==> src/rtl/canny_nms_if.sv <==
// Column stream into the non-maximum suppression stage and its suppressed-magnitude result.
// master drives columns and reads results; slave is the NMS stage.
interface canny_nms_if;
  logic       enable;
  logic [4:0] mag_in1;
  logic [4:0] mag_in2;
  logic [4:0] mag_in3;
  logic [1:0] angle_in;
  logic [4:0] mag_out;
  logic       readable;
  logic       done;

  modport master (
    output enable, mag_in1, mag_in2, mag_in3, angle_in,
    input  mag_out, readable, done
  );

  modport slave (
    input  enable, mag_in1, mag_in2, mag_in3, angle_in,
    output mag_out, readable, done
  );
endinterface

==> src/rtl/canny_nms.sv <==
// Non-maximum suppression over a sliding 3x3 magnitude window, one column per accepted enable.
// Result one edge after the completing accept; no backpressure, enable is ignored once the image is done.
module canny_nms #(
  parameter int IMG_W       = 16,
  parameter int NUM_STRIPES = 14
) (
  input  logic        clk,
  input  logic        reset,
  canny_nms_if.slave  bus
);

  localparam int CW = (IMG_W > 1) ? $clog2(IMG_W) : 1;
  localparam int SW = $clog2(NUM_STRIPES + 1);

  localparam logic [CW-1:0] LAST_COL    = CW'(IMG_W - 1);
  localparam logic [SW-1:0] LAST_STRIPE = SW'(NUM_STRIPES - 1);

  typedef enum logic [1:0] {
    IDLE = 2'd0,
    RUN  = 2'd1,
    DONE = 2'd2
  } state_t;

  state_t state, state_nxt;

  // Index 0 is row 0 (top), index 2 is row 2 (bottom).
  logic [2:0][4:0] col0, col1, col2;
  logic [1:0]      ang1, ang2;
  logic [CW-1:0]   col_cnt;
  logic [SW-1:0]   stripe_cnt;
  logic            win_new;

  logic            accept;
  logic            last_col;
  logic            last_stripe;

  logic [4:0]      nb_a, nb_b;
  logic [4:0]      nms_val;

  logic [4:0]      mag_out_q;
  logic            readable_q;
  logic            done_q;

  assign last_col    = (col_cnt == LAST_COL);
  assign last_stripe = (stripe_cnt == LAST_STRIPE);

  always_comb begin
    state_nxt = state;
    accept    = 1'b0;
    case (state)
      IDLE, RUN: begin
        accept = bus.enable;
        if (bus.enable) begin
          state_nxt = (last_col && last_stripe) ? DONE : RUN;
        end
      end
      DONE:    state_nxt = DONE;
      default: state_nxt = IDLE;
    endcase
  end

  always_ff @(posedge clk or posedge reset) begin
    if (reset) begin
      state <= IDLE;
    end else begin
      state <= state_nxt;
    end
  end

  // Window shift and per-stripe column bookkeeping.
  always_ff @(posedge clk or posedge reset) begin
    if (reset) begin
      col0       <= '0;
      col1       <= '0;
      col2       <= '0;
      ang1       <= '0;
      ang2       <= '0;
      col_cnt    <= '0;
      stripe_cnt <= '0;
      win_new    <= 1'b0;
    end else begin
      win_new <= accept && (col_cnt >= CW'(2));
      if (accept) begin
        col0 <= col1;
        col1 <= col2;
        col2 <= {bus.mag_in3, bus.mag_in2, bus.mag_in1};
        ang1 <= ang2;
        ang2 <= bus.angle_in;
        if (last_col) begin
          col_cnt    <= '0;
          stripe_cnt <= stripe_cnt + SW'(1);
        end else begin
          col_cnt <= col_cnt + CW'(1);
        end
      end
    end
  end

  // Neighbour pick along the quantised gradient; y axis points toward row 0.
  always_comb begin
    nb_a = col0[1];
    nb_b = col2[1];
    case (ang1)
      2'b00: begin nb_a = col0[1]; nb_b = col2[1]; end
      2'b01: begin nb_a = col2[0]; nb_b = col0[2]; end
      2'b10: begin nb_a = col1[0]; nb_b = col1[2]; end
      2'b11: begin nb_a = col0[0]; nb_b = col2[2]; end
      default: ;
    endcase
    nms_val = ((col1[1] >= nb_a) && (col1[1] >= nb_b)) ? col1[1] : 5'd0;
  end

  // Samples the window as left by the previous accept, so a shift this edge cannot corrupt it.
  always_ff @(posedge clk or posedge reset) begin
    if (reset) begin
      mag_out_q  <= '0;
      readable_q <= 1'b0;
      done_q     <= 1'b0;
    end else begin
      if (win_new) begin
        mag_out_q <= nms_val;
      end
      readable_q <= win_new;
      done_q     <= (state == DONE);
    end
  end

  assign bus.mag_out  = mag_out_q;
  assign bus.readable = readable_q;
  assign bus.done     = done_q;

endmodule

==> src/flat_wrapper.sv <==
// flat-port wrapper written by rule: the top's interface ports become plain ports
module canny_nms_flat 
#(
  parameter int IMG_W       = 16,
  parameter int NUM_STRIPES = 14
)
  (clk, reset, bus_enable, bus_mag_in1, bus_mag_in2, bus_mag_in3, bus_angle_in, bus_mag_out, bus_readable, bus_done);
  canny_nms_if bus_i ();
  input  logic clk;
  input  logic reset;
  input wire logic [$bits(bus_i.enable)-1:0] bus_enable;
  input wire logic [$bits(bus_i.mag_in1)-1:0] bus_mag_in1;
  input wire logic [$bits(bus_i.mag_in2)-1:0] bus_mag_in2;
  input wire logic [$bits(bus_i.mag_in3)-1:0] bus_mag_in3;
  input wire logic [$bits(bus_i.angle_in)-1:0] bus_angle_in;
  output wire logic [$bits(bus_i.mag_out)-1:0] bus_mag_out;
  output wire logic [$bits(bus_i.readable)-1:0] bus_readable;
  output wire logic [$bits(bus_i.done)-1:0] bus_done;
  assign bus_i.enable = bus_enable;
  assign bus_i.mag_in1 = bus_mag_in1;
  assign bus_i.mag_in2 = bus_mag_in2;
  assign bus_i.mag_in3 = bus_mag_in3;
  assign bus_i.angle_in = bus_angle_in;
  assign bus_mag_out = bus_i.mag_out;
  assign bus_readable = bus_i.readable;
  assign bus_done = bus_i.done;
  canny_nms #(.IMG_W(IMG_W), .NUM_STRIPES(NUM_STRIPES)) u_core (.clk(clk), .reset(reset), .bus(bus_i));
endmodule
==> config.mk <==
export PLATFORM = sky130hd
export DESIGN_NAME = canny_nms_flat
export DESIGN_NICKNAME = d
export VERILOG_FILES = /design/src/rtl/canny_nms_if.sv /design/src/rtl/canny_nms.sv /design/src/flat_wrapper.sv
export SDC_FILE = /design/constraint.sdc
export NUM_CORES = 1
export LEC_CHECK = 0
export CAP_MARGIN = 20
export CORE_UTILIZATION = 57
export DETAILED_ROUTE_END_ITERATION = 12
export PLACE_DENSITY_LB_ADDON = 0.12
export SLEW_MARGIN = 15
export SYNTH_ARGS = -nofsm -noshare
export SYNTH_HDL_FRONTEND = slang
export SYNTH_SLANG_ARGS = --single-unit
==> constraint.sdc <==
create_clock -name clk -period 2.8 [get_ports clk]
set_clock_uncertainty 0.15 [all_clocks]
set_input_delay 0.28 -clock clk [delete_from_list [all_inputs] [get_ports clk]]
set_output_delay 0.28 -clock clk [all_outputs]
set_load 0.05 [all_outputs]
Yosys cells after proc, flatten, opt, wreduce, memory -nomap -nowiden
Cells that the tools add are included.

Output and inout bits: 7. Input bits: 20. Word-level logic and storage cells: 46. Bits in registers: 67.

Add/subtract/negate cells: 2. Order comparisons: 3. Reductions and logical operators: 7. Muxes and demuxes: 8. Eq/ne operators: 8.

Operators with widths (number): case mux 5 bit (4 select lines) (2); greater-or-equal comparator 5 bit (2); adder 4 x 1 -> 4 bit, second input constant (2); == test 4 bit, second input constant (2); == test 2 bit, second input constant (3); 2-to-1 mux 5 bit (1); == test 2 x 1 -> 1 bit, second input constant (2); greater-or-equal comparator 4 x 2 -> 1 bit, second input constant (1); zero test 2 bit (2); 2-to-1 mux 2 bit (2); 2-to-1 mux 4 bit (1); case mux 2 bit (2 select lines) (1); logical AND 1 bit (3); inequality test 2 bit, second input constant (1); AND reduction 2 bit (1); OR reduction 2 bit (1); 2-to-1 mux 1 bit (1).

Logic depth before layout (Yosys ltp)
Gate-level depths: netlist (run 1).

Word-level depth: 5. Gate-level depth with buffers: 8. Depth with buffers taken out: 7.

Least setup slack after synthesis (run 1)
No wires, ideal clock.

Path type: register to register. Start: register u_core.ang1[0]. End: register u_core.mag_out_q[4], in the netlist u_core.bus.mag_out[4]. Library setup time: 0.142 ns. Buffers on the path: 1. Arrival time: 1.904 ns. Data required time: 2.508 ns. Slack: 0.604 ns. Clock period less this slack: 2.196 ns. Cell stages (with the launch flop): 9. Cells stage by stage: dfrtp_1 buf_6 mux4_2 inv_1 ha_1 a21oi_1 o21ai_1 a31oi_1 o32ai_1.

Longest elaborated chain between the ends: 5. Elaborated cells between the ends (all ways): 10. Those cells by class: order compare: 2; eq/ne: 3; mux: 3; reduce/logical: 2.

RTL lines: start, declared (line canny_nms.sv:28) `logic [1:0] ang1, ang2;`; start signal, assigned (line canny_nms.sv:87) `ang1 <= ang2;`; == test 2 bit (tied with other cells) (line canny_nms.sv:103) `case (ang1)`; case mux 5 bit (4 select lines) (line canny_nms.sv:103); greater-or-equal comparator 5 bit (line canny_nms.sv:110) `nms_val = ((col1[1] >= nb_a) && (col1[1] >= nb_b)) ? col1[1] : 5'd0;`; logical AND 1 bit (*) (line canny_nms.sv:110); 2-to-1 mux 5 bit (*) (line canny_nms.sv:110); end signal, assigned (line canny_nms.sv:121) `mag_out_q <= nms_val;`; end, declared (line canny_nms.sv:40) `logic [4:0] mag_out_q;`.

Mark *: on every way between the ends. The rest lies on a longest branch, timed or not. A chain may end at the register's enable or synchronous reset.

Worst setup path after layout (run 1)
Start: register u_core.ang1[1]. End: register u_core.mag_out_q[4], in the netlist u_core.bus.mag_out[4].

Same word-level chain as after synthesis.

==> run metrics, run 1 <==
result of the run complete, no violations; buffer cell driving the clock tree root sky130_fd_sc_hd__clkbuf_8; Final Hold Vio Count 0; Setup violations, final 0; CP Data Arrival Time 2.47 ns; first-pass iteration count of the detailed router 4; Die ar. 0.005784 mm²; total global routing track utilization 22.52%; post-placement setup slack 0.3575 ns; Overflow after GRT 0; fraction of post-synthesis cell area in the top cell type by area 53.64%; fraction of final layout cells sized beyond drive strength 1 10.48%; overall via count from detail_route 2245; share of synthesized area occupied by flip-flops and latches 53.64%; worst vdd rail ir drop 0.4223 mV; clock buffers created by TritonCTS 9; ordered cell list for the critical path mux4_2 > inv_1 > ha_1 > a21o_1 > a31oi_1 > o32ai_1; average wire length per cell after detail routing 13.20 µm; Most Used Layer, Global Route met2; cell type with the highest aggregate area in the netlist sky130_fd_sc_hd__dfrtp_1; first-pass GRT wire length 10130 µm; number of antenna violations at the first check in global routing 0; maximum fanout encountered on the critical timing path 7; final critical-path required period 2.434 ns; Data required, critical path 2.83 ns; pin count of the biggest net entering global routing 58; leading cell types in the layout, fill and taps excluded sky130_fd_sc_hd__nand2_1, sky130_fd_sc_hd__dfrtp_1, sky130_fd_sc_hd__clkdlybuf4s50_1, sky130_fd_sc_hd__inv_1, sky130_fd_sc_hd__ha_1; combined area of all synthesized cells 0.003125 mm²; worst rel slew slack 65.65%; Synth Area per Inst 9.767 µm²; Critical Path Sink Type register; number of global-route vias before repair 2189; most common cell after layout, fill and taps aside sky130_fd_sc_hd__nand2_1; initial core utilization 60.05%; Netlist cell types 31; Final #Nets 382; Final WS setup 0.3659 ns; reported leakage power 1.866 nW; share of the clock period used by the worst path after layout 86.93%; count of fill cells added during filler insertion 415; Detail Placement HPWL 3933 µm; type of origin of the critical path register; Setup CP Type register to register; number of max-cap violations 0; clock latency reported for the late side of the worst-skew pair 0.33 ns; Vias per Instance 5.307; row cnt 26; initial drt markers 109; Max Buffers Root-to-Sink 2; core region area 0.005205 mm²; number of antenna repair diodes 0; GR Util met3 6.467%; vertical die dimension 76.05 µm; clock edge transition at the registers on the reported setup and hold paths 0.07 ns; met1 usage in global routing 30.22%; Max stage delay cell, worst path sky130_fd_sc_hd__mux4_2; Net Count, Synth 354; number of flops mapped to enable cells by yosys 0; number of synthesized register bits 67; post-cts sizing count 0; fraction of synthesis flops using an asynchronous set or reset pin 100.0%; # port buffers 26; class of the most critical hold timing path input pin to asynchronous set/reset pin; # DRC 0; layout-stage area growth over the synthesis result 17.65%; count of yosys warnings during synthesis 0; pwr/cell area 731.2 mW/mm²; worst slew pin tran 0.5141 ns; CTS H-tree lvls 3; Max Clk Rate 410.8 MHz; CTS tree done; number of nets still failing antenna checks after routing 0; DIE WIDTH 76.05 µm; number of pins with negative max-slew slack in the final report 0; total setup buffers inserted after CTS 0; highest cell delay on the worst timing path 0.56 ns; leading post-synthesis cells by cell area sky130_fd_sc_hd__dfrtp_1, sky130_fd_sc_hd__nand2_1, sky130_fd_sc_hd__mux4_2; Post-Syn Instances 320; Setup TNS Final 0 ns; Global Route met2 Usage 36.18%; number of top-level pins 27; number of hold buffers added after cts 0; Synth Flop Type sky130_fd_sc_hd__dfrtp_1; setup repair after global routing missed its margin no; last weighted congestion value of the routability-driven placer 0.7808; number of sinks on the clock net 67; total wire length 5582 µm
-- through the flow --
stage                     utilization (%)  total power, mW  cells  cell area (µm²)  hold slack [ns]
after global placement              66.44            1.813    407             3458           0.2747
after floorplan                         -            1.664    320             3126           0.2020
after detailed placement            66.44            1.843    407             3458           0.2827
after global routing                70.65            2.850    423             3677          0.05721
final                               70.65            2.689    423             3677          0.03372
after CTS                           70.65            2.715    423             3677          0.03567
-- area by class of cell --
class	count	area [µm²]	share of cell area, %
Clock buffer	12	145.1	3.947
Clock inverter	4	73.82	2.007
Inverter	17	63.81	1.735
Multi-Input combinational cell	221	1300	35.35
Sequential cell	67	1677	45.59
Tap cell	70	87.58	2.382
Timing Repair Buffer	32	330.3	8.983
-- Yosys cell counts (all sizes together), types with 2 or more instances --
library cell,count
nand2,154
dfrtp,67
inv,17
buf,15
ha,14
mux4,10
o21ai,8
o32ai,5
a21oi,4
nor2,4
nor2b,4
xnor2,3
a21o,2
a31oi,2
and3,2
nand3,2
nand4,2
-- sequential cells by signal, indices dropped and copies added, names as in the netlist --
| name | count |
|---|---|
| u_core.win_new | 1 |
| u_core.col_cnt | 4 |
| u_core.col0 | 15 |
| u_core.state | 2 |
| u_core.col2 | 15 |
| u_core.bus.done | 1 |
| u_core.ang2 | 2 |
| u_core.col1 | 15 |
| u_core.ang1 | 2 |
| u_core.bus.readable | 1 |
| u_core.bus.mag_out | 5 |
| u_core.stripe_cnt | 4 |
-- kinds of logic after synthesis --
logic type / share of synthesized area [%]
AOI/OAI and AO/OA: 4.764
xor gates and xnor gates: 1.121
adders and majority gates: 5.605
buffers and inverters: 5.084
DFF: 53.64
muxes: 7.326
and+or+nand+nor: 22.46
-- worst paths after layout --
path                            startpoint                    end  slack [ns]  cells after the start
min                                  reset   u_core.stripe_cnt[0]        0.03                      2
max reg2reg                 u_core.ang1[1]  u_core.bus.mag_out[4]        0.37                      6
min reg2reg                u_core.state[0]        u_core.bus.done        0.31                      1
max                         u_core.ang1[1]  u_core.bus.mag_out[4]        0.37                      6
max in group asynchronous            reset  u_core.bus.mag_out[0]        1.89                      3
min in group clk           u_core.state[0]        u_core.bus.done        0.31                      1
-- critical path: cells and delay by family, from the launching register on --
| kind | cells | cell delay [ns] |
|---|---|---|
| buf+inv | 1 | 0.08 |
| flops | 1 | 0.54 |
| mux | 1 | 0.56 |
| fa+ha+maj | 1 | 0.24 |
| compound gates | 3 | 0.72 |
-- metal layers --
layer	wire, µm	vias to the layer above
met3	259	7
met4	71	0
li1	-	1090
met5	0	-
met1	2547	1093
met2	2704	55
-- report_power, final --
part	internal (mW)	leakage, nW	switching (mW)
logic	0.252	0.915	0.301
clock network	0.527	0.111	0.342
registers	1.11	0.840	0.155
No activity file was read; power rests on OpenSTA's default activity.
==> run 2: changes to the inputs <==
--- a/config.mk
+++ b/config.mk
@@ -8,7 +8,7 @@
 export CAP_MARGIN = 20
 export CORE_UTILIZATION = 57
 export DETAILED_ROUTE_END_ITERATION = 12
-export PLACE_DENSITY_LB_ADDON = 0.12
+export PLACE_DENSITY = 0.79
 export SLEW_MARGIN = 15
 export SYNTH_ARGS = -nofsm -noshare
 export SYNTH_HDL_FRONTEND = slang
==> run 2 against run 1 <==
Register-to-register slack worse by 0.11 ns. Worst setup slack worse by 0.11 ns. Highest routed layer unchanged. Critical path type unchanged. Maximum frequency down 4.4%. Routed wire length up 1.1%. Largest power group unchanged. Critical endpoint is now u_core.bus.mag_out[3].
==> run metrics, run 2 (synthesis results as in run 1) <==
core region area 0.005205 mm² (unchanged); Final WS setup 0.2544 ns (was 0.3659 ns); Final #Nets 382 (unchanged); first-pass iteration count of the detailed router 4 (unchanged); Overflow after GRT 0 (unchanged); DIE WIDTH 76.05 µm (unchanged); layout-stage area growth over the synthesis result 16.69% (was 17.65%); type of origin of the critical path register (unchanged); number of nets still failing antenna checks after routing 0 (unchanged); leading cell types in the layout, fill and taps excluded sky130_fd_sc_hd__nand2_1, sky130_fd_sc_hd__dfrtp_1, sky130_fd_sc_hd__clkdlybuf4s50_1, sky130_fd_sc_hd__inv_1, sky130_fd_sc_hd__ha_1 (unchanged); switching share of total power 30.32% (was 29.67%); number of top-level pins 27 (unchanged); number of hold buffers added after cts 0 (unchanged); buffer cell driving the clock tree root sky130_fd_sc_hd__clkbuf_8 (unchanged); average wire length per cell after detail routing 13.40 µm (was 13.20 µm); post-route total power 2.632 mW (was 2.689 mW); number of max-cap violations 0 (unchanged); clock latency reported for the late side of the worst-skew pair 0.34 ns (was 0.33 ns); Vias per Instance 5.266 (was 5.307); Setup CP Type register to register (unchanged); Switch Pwr 0.7979 mW (was 0.7977 mW); number of placed cells counting well taps 407 (unchanged); pwr/cell area 721.5 mW/mm² (was 731.2 mW/mm²); CTS H-tree lvls 3 (unchanged); clock share of power 30.8% (was 32.3%); vertical die dimension 76.05 µm (unchanged); number of antenna violations at the first check in global routing 0 (unchanged); pin count of the biggest net entering global routing 68 (was 58); # port buffers 26 (unchanged); CP Data Arrival Time 2.60 ns (was 2.47 ns); total global routing track utilization 22.64% (was 22.52%); Die ar. 0.005784 mm² (unchanged); share of the clock period used by the worst path after layout 90.91% (was 86.93%); reported leakage power 1.853 nW (was 1.866 nW); registers with the highest flip-flop counts u_core.col0 x15, u_core.col1 x15, u_core.col2 x15 (unchanged); first-pass GRT wire length 10140 µm (was 10130 µm); clock buffers created by TritonCTS 9 (unchanged); number of antenna repair diodes 0 (unchanged); final critical-path required period 2.546 ns (was 2.434 ns); result of the run complete, no violations (unchanged); worst rel slew slack 62.49% (was 65.65%); Setup violations, final 0 (unchanged); internal power of the cells 1.834 mW (was 1.891 mW); Data required, critical path 2.85 ns (was 2.83 ns); sequential share of power 48.6% (was 47.1%); CTS tree done (unchanged); critical register-to-register path endpoint u_core.bus.mag_out[3] (was u_core.bus.mag_out[4]); initial core utilization 60.05% (unchanged); initial drt markers 147 (was 109); Final Hold Vio Count 0 (unchanged); Detail Placement HPWL 3851 µm (was 3933 µm); number of sinks on the clock net 67 (unchanged); WHS 0.1707 ns (was 0.03372 ns); non-filler cells, final 421 (was 423); total wire length 5642 µm (was 5582 µm); # DRC 0 (unchanged); number of global-route vias before repair 2200 (was 2189); worst vdd rail ir drop 0.4915 mV (was 0.4223 mV); worst slew pin tran 0.5626 ns (was 0.5141 ns); post-placement setup slack 0.1535 ns (was 0.3575 ns); number of pins with negative max-slew slack in the final report 0 (unchanged); last weighted congestion value of the routability-driven placer 0.7804 (was 0.7808); row cnt 26 (unchanged); critical register-to-register path startpoint u_core.ang1[1] (unchanged); setup repair after global routing missed its margin no (unchanged); cell depth of the worst flop-to-flop path 6 (unchanged); highest cell delay on the worst timing path 0.60 ns (was 0.56 ns); r2r setup slk 0.25 ns (was 0.37 ns); ordered cell list for the critical path mux4_2 > ha_1 > nor2b_1 > o21ai_1 > a31oi_1 > o32ai_1 (was mux4_2 > inv_1 > ha_1 > a21o_1 > a31oi_1 > o32ai_1); class of the most critical hold timing path input pin to asynchronous set/reset pin (unchanged); Setup TNS Final 0 ns (unchanged); maximum fanout encountered on the critical timing path 8 (was 7); overall via count from detail_route 2217 (was 2245); fraction of final layout cells sized beyond drive strength 1 10.83% (was 10.48%); Combinational Power Share 20.6% (about the same); Max Buffers Root-to-Sink 2 (unchanged); Critical Path Sink Type register (unchanged); clock edge transition at the registers on the reported setup and hold paths 0.07 ns (about the same); most common cell after layout, fill and taps aside sky130_fd_sc_hd__nand2_1 (unchanged); Max Clk Rate 392.8 MHz (was 410.8 MHz); Max stage delay cell, worst path sky130_fd_sc_hd__dfrtp_1 (was sky130_fd_sc_hd__mux4_2)
[run 2: layout make-up]
class	instances	area, µm²
multi-input combinational	221	1300
fill	378	1558
tap	70	87.58
clock buffer	12	165.2
inverter	17	63.81
sequential	67	1678
timing repair buffer	32	317.8
clock inverter	2	35.03
[run 2: how the worst max path moves through the flow]
stage,startpoint,endpoint,slack (ns),cells past startpoint
floorplan,u_core.ang1[0],u_core.bus.mag_out[4],0.60,8
global placement,u_core.ang1[0],u_core.bus.mag_out[1],0.23,7
detailed placement,u_core.ang1[0],u_core.bus.mag_out[3],0.15,7
CTS,u_core.ang1[0],u_core.bus.mag_out[3],0.14,7
global route,u_core.ang1[1],u_core.bus.mag_out[3],0.04,6
finish,u_core.ang1[1],u_core.bus.mag_out[3],0.25,6
[run 2: what timing repair did]
| action | 4_1_cts | 5_1_grt |
|---|---|---|
| endpoints found under the setup margin | 0 | 5 |
| resized for setup | 0 | 1 |
| buffers inserted | 0 | 0 |
[run 2: critical path, delay by kind of cell (launching register included)]
kind	cells	cell delay, ns
adders and majority gates	1	0.29
muxes	1	0.56
AOI/OAI and AO/OA	3	0.65
DFF	1	0.60
and+or+nand+nor	1	0.17
[run 2: power groups by stage]
stage	sequential, mW	clock, mW	combinational (mW)
2_1_floorplan	1.30	0	0.364
3_3_place_gp	1.28	0	0.525
3_5_place_dp	1.29	0	0.547
4_1_cts	1.28	0.829	0.550
5_1_grt	1.30	0.868	0.621
6_report	1.28	0.811	0.543
[run 2: per-layer routing]
layer	global-route usage, %	share of wire, %	vias to the layer above
li1	-	-	1086
met1	31.75	47	1065
met2	33.82	46	53
met3	4.431	3.9	13
met4	11.92	2.6	0
met5	0	0	-
[run 2: stage by stage]
step	utilization (%)	cell area, µm²
2_1_floorplan	-	3126
3_3_place_gp	66.20	3446
3_5_place_dp	66.20	3446
4_1_cts	70.05	3646
5_1_grt	70.07	3647
6_report	70.07	3647
==> run 3: changes to the inputs <==
--- a/config.mk
+++ b/config.mk
@@ -8,8 +8,10 @@
 export CAP_MARGIN = 20
 export CORE_UTILIZATION = 57
 export DETAILED_ROUTE_END_ITERATION = 12
+export HOLD_SLACK_MARGIN = 0.08
 export PLACE_DENSITY = 0.79
 export SLEW_MARGIN = 15
 export SYNTH_ARGS = -nofsm -noshare
 export SYNTH_HDL_FRONTEND = slang
 export SYNTH_SLANG_ARGS = --single-unit
+export TNS_END_PERCENT = 50
==> results of run 3 <==
Same layout as run 2: the final DEF is identical, and so are final timing and power.
